==> config.mk <==
export PLATFORM = sky130hd
export DESIGN_NAME = mel_frame_serializer
export DESIGN_NICKNAME = d
export VERILOG_FILES = /design/src/rtl/mel_reshape_pkg.sv /design/src/rtl/mel_beat_mux.sv /design/src/rtl/mel_frame_serializer.sv
export SDC_FILE = /design/constraint.sdc
export NUM_CORES = 1
export LEC_CHECK = 0
export BUFFER_PORTS_ARGS = -buffer_cell sky130_fd_sc_hd__clkbuf_2
export CAP_MARGIN = 20
export CORE_AREA = 2 2 385 387
export CTS_CLUSTER_DIAMETER = 150
export DETAILED_ROUTE_END_ITERATION = 10
export DIE_AREA = 0 0 387 389
export SYNTH_ARGS = -nofsm -noshare
export SYNTH_HDL_FRONTEND = slang
export SYNTH_SLANG_ARGS = --single-unit
==> constraint.sdc <==
create_clock -name clk -period 37.8 [get_ports clk]
set_clock_uncertainty 0.2 [all_clocks]
set_input_delay 1.89 -clock clk [delete_from_list [all_inputs] [get_ports clk]]
set_output_delay 1.89 -clock clk [all_outputs]
set_load 0.02 [all_outputs]
==> src/rtl/mel_reshape_pkg.sv <==
// Shared types and sizing helpers for the mel frame serializer.
// Beat count and last-beat lane count are derived with ceil_div.
package mel_reshape_pkg;

    localparam int DATA_W_DEF = 16;

    typedef logic [DATA_W_DEF-1:0] sample_t;

    function automatic int ceil_div(input int a, input int b);
        return (a + b - 1) / b;
    endfunction

endpackage

==> src/rtl/mel_beat_mux.sv <==
// Selects one beat of a stored frame, inserting pad values and the keep mask.
// Purely combinational; lane j of beat b maps to coefficient b*OUT_WIDTH+j.
module mel_beat_mux
    import mel_reshape_pkg::*;
#(
    parameter int DATA_W    = DATA_W_DEF,
    parameter int N_IN      = 40,
    parameter int OUT_WIDTH = 20,
    parameter int PAD_VALUE = 0,
    parameter int BEATS     = ceil_div(N_IN, OUT_WIDTH),
    parameter int BW        = $clog2(BEATS + 1)
) (
    input  logic [N_IN-1:0][DATA_W-1:0]      slot,
    input  logic [BW-1:0]                    beat,
    output logic [OUT_WIDTH-1:0][DATA_W-1:0] lanes,
    output logic [OUT_WIDTH-1:0]             keep
);

    localparam int LAST_LANES = N_IN - (BEATS - 1) * OUT_WIDTH;

    logic [BEATS-1:0][OUT_WIDTH-1:0][DATA_W-1:0] cand;
    logic [BEATS-1:0][OUT_WIDTH-1:0]             kmask;

    // Only the final beat can carry lanes past the end of the frame.
    for (genvar b = 0; b < BEATS; b++) begin : g_beat
        for (genvar j = 0; j < OUT_WIDTH; j++) begin : g_lane
            if ((b < BEATS - 1) || (j < LAST_LANES)) begin : g_real
                assign cand[b][j]  = slot[b*OUT_WIDTH+j];
                assign kmask[b][j] = 1'b1;
            end else begin : g_pad
                assign cand[b][j]  = DATA_W'(PAD_VALUE);
                assign kmask[b][j] = 1'b0;
            end
        end
    end

    always_comb begin
        lanes = {OUT_WIDTH{DATA_W'(PAD_VALUE)}};
        keep  = '0;
        for (int b = 0; b < BEATS; b++) begin
            if (beat == BW'(b)) begin
                lanes = cand[b];
                keep  = kmask[b];
            end
        end
    end

endmodule

==> src/rtl/mel_frame_serializer.sv <==
// Two-slot frame buffer that streams each mel frame as OUT_WIDTH-lane beats.
// A new frame can land in the free slot while the other one drains.
module mel_frame_serializer
    import mel_reshape_pkg::*;
#(
    parameter int DATA_W    = DATA_W_DEF,
    parameter int N_IN      = 40,
    parameter int OUT_WIDTH = 20,
    parameter int PAD_VALUE = 0,
    localparam int BEATS    = ceil_div(N_IN, OUT_WIDTH),
    localparam int BW       = $clog2(BEATS + 1)
) (
    input  logic                             clk,
    input  logic                             reset,
    input  logic [N_IN-1:0][DATA_W-1:0]      in,
    input  logic                             s_valid,
    output logic                             s_ready,
    output logic [OUT_WIDTH-1:0][DATA_W-1:0] out,
    output logic [OUT_WIDTH-1:0]             m_keep,
    output logic [BW-1:0]                    m_beat,
    output logic                             m_valid,
    input  logic                             m_ready,
    output logic                             m_last
);

    logic [N_IN-1:0][DATA_W-1:0] slot_q [2];
    logic [N_IN-1:0][DATA_W-1:0] slot_d [2];
    logic                        wr_q, wr_d;
    logic                        rd_q, rd_d;
    logic [1:0]                  cnt_q, cnt_d;
    logic [BW-1:0]               beat_q, beat_d;

    logic accept;
    logic pop;
    logic last;

    // s_ready depends only on registered occupancy and reset.
    assign s_ready = (cnt_q < 2'd2) && !reset;
    assign m_valid = (cnt_q != 2'd0);
    assign last    = (beat_q == BW'(BEATS - 1));
    assign accept  = s_valid && s_ready;
    assign pop     = m_valid && m_ready;
    assign m_beat  = beat_q;
    assign m_last  = last;

    always_comb begin
        slot_d = slot_q;
        wr_d   = wr_q;
        rd_d   = rd_q;
        cnt_d  = cnt_q;
        beat_d = beat_q;
        if (accept) begin
            slot_d[wr_q] = in;
            wr_d         = ~wr_q;
        end
        if (pop) begin
            if (last) begin
                beat_d = '0;
                rd_d   = ~rd_q;
            end else begin
                beat_d = beat_q + BW'(1);
            end
        end
        case ({accept, pop && last})
            2'b10:   cnt_d = cnt_q + 2'd1;
            2'b01:   cnt_d = cnt_q - 2'd1;
            default: cnt_d = cnt_q;
        endcase
    end

    always_ff @(posedge clk) begin
        if (reset) begin
            wr_q   <= 1'b0;
            rd_q   <= 1'b0;
            cnt_q  <= 2'd0;
            beat_q <= '0;
        end else begin
            wr_q   <= wr_d;
            rd_q   <= rd_d;
            cnt_q  <= cnt_d;
            beat_q <= beat_d;
        end
    end

    always_ff @(posedge clk) begin
        slot_q <= slot_d;
    end

    mel_beat_mux #(
        .DATA_W    (DATA_W),
        .N_IN      (N_IN),
        .OUT_WIDTH (OUT_WIDTH),
        .PAD_VALUE (PAD_VALUE),
        .BEATS     (BEATS),
        .BW        (BW)
    ) u_mux (
        .slot  (slot_q[rd_q]),
        .beat  (beat_q),
        .lanes (out),
        .keep  (m_keep)
    );

endmodule

==> metrics.txt <==
worst r2r dst slot_q[249]; Top FF cell, synth edfxtp_1; Clock Tree Root clkbuf_16; CTS tree yes; min Tclk post-route approximately 7400 ps; cell with the most instances after synthesis edfxtp_1; first-pass GRT wire length 177000 µm; share of the synthesized area in the top cell type 0.788; Die Y 389 µm; Buffers on Ports between 900 and 1000; Hold Path Depth 2; worst slew margin relative to its limit 0.257; EDFF count, synth approximately 1300; Cells after Synth 2078; cell mode on critical path buf_4; post-CTS setup buffers 0; HP Start cnt_q[1]; synthesis warning total 0; chip width slightly below 400 µm; Starting Density 0.333; Critical Path AT about 5300 ps; largest area contributor in the netlist edfxtp_1; CP Capture Type primary output; syn_area_per_cell 23.5 µm²; WHS Endpoint cnt_q[1]; dpl ws just over 30000 ps; DRC 0; reg2reg start cnt_q[1]; via/cell ratio roughly 4.7; CTS Hold Bufs 0; # Max-Cap Violations 0; Reg2Reg Depth 7; largest net degree at the start of global routing 181; worst stage delay on the critical path between 700 and 800 ps; status finished, final reports clean; Filler cells approximately 13000; r2r setup slk ~32000 ps; cell internal pwr roughly 2500 µW; RSZ-0062 raised after global routing no; hpwl dp between 80000 and 90000 µm; worst-path fanout max 58; clock share of power 0.403; drt first pass iters 5; Routed WL about 120000 µm; Total GRT Usage 0.161; Worst Path Required approximately 36000 ps; CP max stage cell buf_4; register area roughly 0.039 mm²; Final Max Tran Viols 0; hold crit path type reg -> reg; Startpoint Class flop; die area 0.151 mm²; register bit count reported by yosys 1286; Least-Margin Pin Slew roughly 1100 ps; Max Clk Rate 136 MHz; synth cell count leaders edfxtp_1 (1280), and2_1 (320), mux4_2 (320); clock slew at reported path FFs ~60 ps; Clock Latency Late Sink 750 ps; Net Switching between 700 and 800 µW; setup ws final just over 30000 ps; Syn Nets about 2700; Logic pwr share 0.086; H-Tree Depth 4; Synth async-reset ratio 0; Iter 0 DRT Violations 1593; TritonCTS Buffers roughly 140; routed vias roughly 25000; # IOs between 900 and 1000; Switching Share 0.226; Cell Pwr Density between 50 and 60 mW/mm²; critical path cell sequence buf_4 -> buf_4 -> buf_4 -> buf_4 -> mux4_2 -> and2_1 -> clkbuf_2; Synth Cell Area between 0.04 and 0.05 mm²; post-synthesis cell type count 22; RePlAce Congestion between 0.8 and 0.9; Antenna Nets Post-Route 0; # rows 141; WS Path Type reg -> out; sequential share of the synthesized area 0.791; final hold vios 0; multi-input combinational cell area around 0.0094 mm²; part of the power in registers 0.511; Post-Route Setup TNS 0 ps; Layout area overhead 23.1%; Static Leak 0.0206 µW; Peak VDD IR around 0.000039 V; final worst-path cycle share 0.195; CTS sink count 1286; core box area roughly 0.15 mm²; total grt overflow 0; initial antenna violation count 44; top cells by area, synth edfxtp_1 (79%), mux4_2 (15%), and2_1 (4.1%); # nets final roughly 3800; Final setup viols 0; WL/cell 24.1 µm; Bufs on Longest Clock Path 3; layout cells sized above 1 0.479; vias in the first global route 25900; Resize count post-CTS 0
-- critical path, delay by kind of cell, from the launching register on --
family,cells,cell delay (ps)
multiplexers,1,410
flip-flops,1,640
buffers and inverters,5,3060
AND/OR/NAND/NOR,1,180
-- layout by cell type, fill, tap and decap left out, types with 5 or more instances in the layout --
| cell type | Yosys | final |
|---|---|---|
| mux4_2 | 320 | 320 |
| bufinv_16 | 0 | 10 |
| clkinv_1 | 0 | 23 |
| and2_1 | 320 | 320 |
| nor2_1 | 6 | 5 |
| clkbuf_1 | 43 | 29 |
| clkbuf_16 | 0 | 140 |
| buf_4 | 19 | 28 |
| diode_2 | 0 | 21 |
| buf_12 | 0 | 5 |
| clkbuf_2 | 0 | 988 |
| edfxtp_1 | 1280 | 1280 |
| clkinv_2 | 0 | 23 |
-- worst max path at each step --
stage	cells after the start	endpoint	from	slack [ps]
finish	7	out[108]	m_beat[0]	30440
floorplan	4	slot_q[1000]	reset	6930
CTS	7	out[241]	m_beat[0]	30320
detailed placement	8	slot_q[230]	reset	30440
global placement	8	slot_q[230]	reset	30450
global route	7	out[241]	m_beat[0]	30210
-- final cells by class --
| cell class | instances | area share |
|---|---|---|
| well taps | 1930 | 0.0402 |
| repair buffers | 1021 | 0.0875 |
| diodes | 21 | 0.000875 |
| clock buffers | 170 | 0.0604 |
| inverters | 1 | 0.000188 |
| flip-flops and latches | 1286 | 0.642 |
| multi-input cells | 664 | 0.156 |
| clock inverters | 72 | 0.0123 |
-- stage by stage --
step / utilization / instances / cell area [µm²] / hold slack [ps] / total power (µW)
after CTS: 0.409 / 5143 / 60000 / 342 / 3270
after floorplan: - / 2078 / 48800 / 289 / 1890
final: 0.410 / 5165 / 60000 / 341 / 3230
after global placement: 0.379 / 4901 / 55600 / 336 / 1960
after detailed placement: 0.379 / 4901 / 55600 / 330 / 1970
after global routing: 0.409 / 5160 / 60000 / 367 / 3340
-- power by group through the flow --
stage	combinational, µW	sequential, µW	clock, µW
global route	296	1660	1390
detailed placement	282	1680	0
finish	278	1650	1300
floorplan	157	1740	0
CTS	283	1650	1340
global placement	280	1680	0
-- state kept, by name (all words and copies together), names as in the netlist --
| signal | count |
|---|---|
| slot_q | 1280 |
| wr_q | 1 |
| cnt_q | 2 |
| m_beat | 2 |
| rd_q | 1 |
-- layer usage --
| layer | global-route usage | vias to the layer above | share of wire |
|---|---|---|---|
| met5 | 0 | - | 0.0019 |
| met4 | 0.0554 | 36 | 0.026 |
| met3 | 0.0592 | 200 | 0.086 |
| met2 | 0.282 | 911 | 0.52 |
| met1 | 0.182 | 12700 | 0.36 |
| li1 | - | 10700 | - |
-- logic make-up after synthesis --
group,Yosys count,synth area share
flip-flops,1286,0.791
multiplexers,321,0.148
buffers and inverters,128,0.0171
XOR/XNOR,4,0.000719
adder cells (fa/ha/maj),1,0.000257
AO/OA/AOI/OAI,4,0.000488
AND/OR/NAND/NOR,334,0.0425
Note: power is estimated with default switching activity, not from simulation.
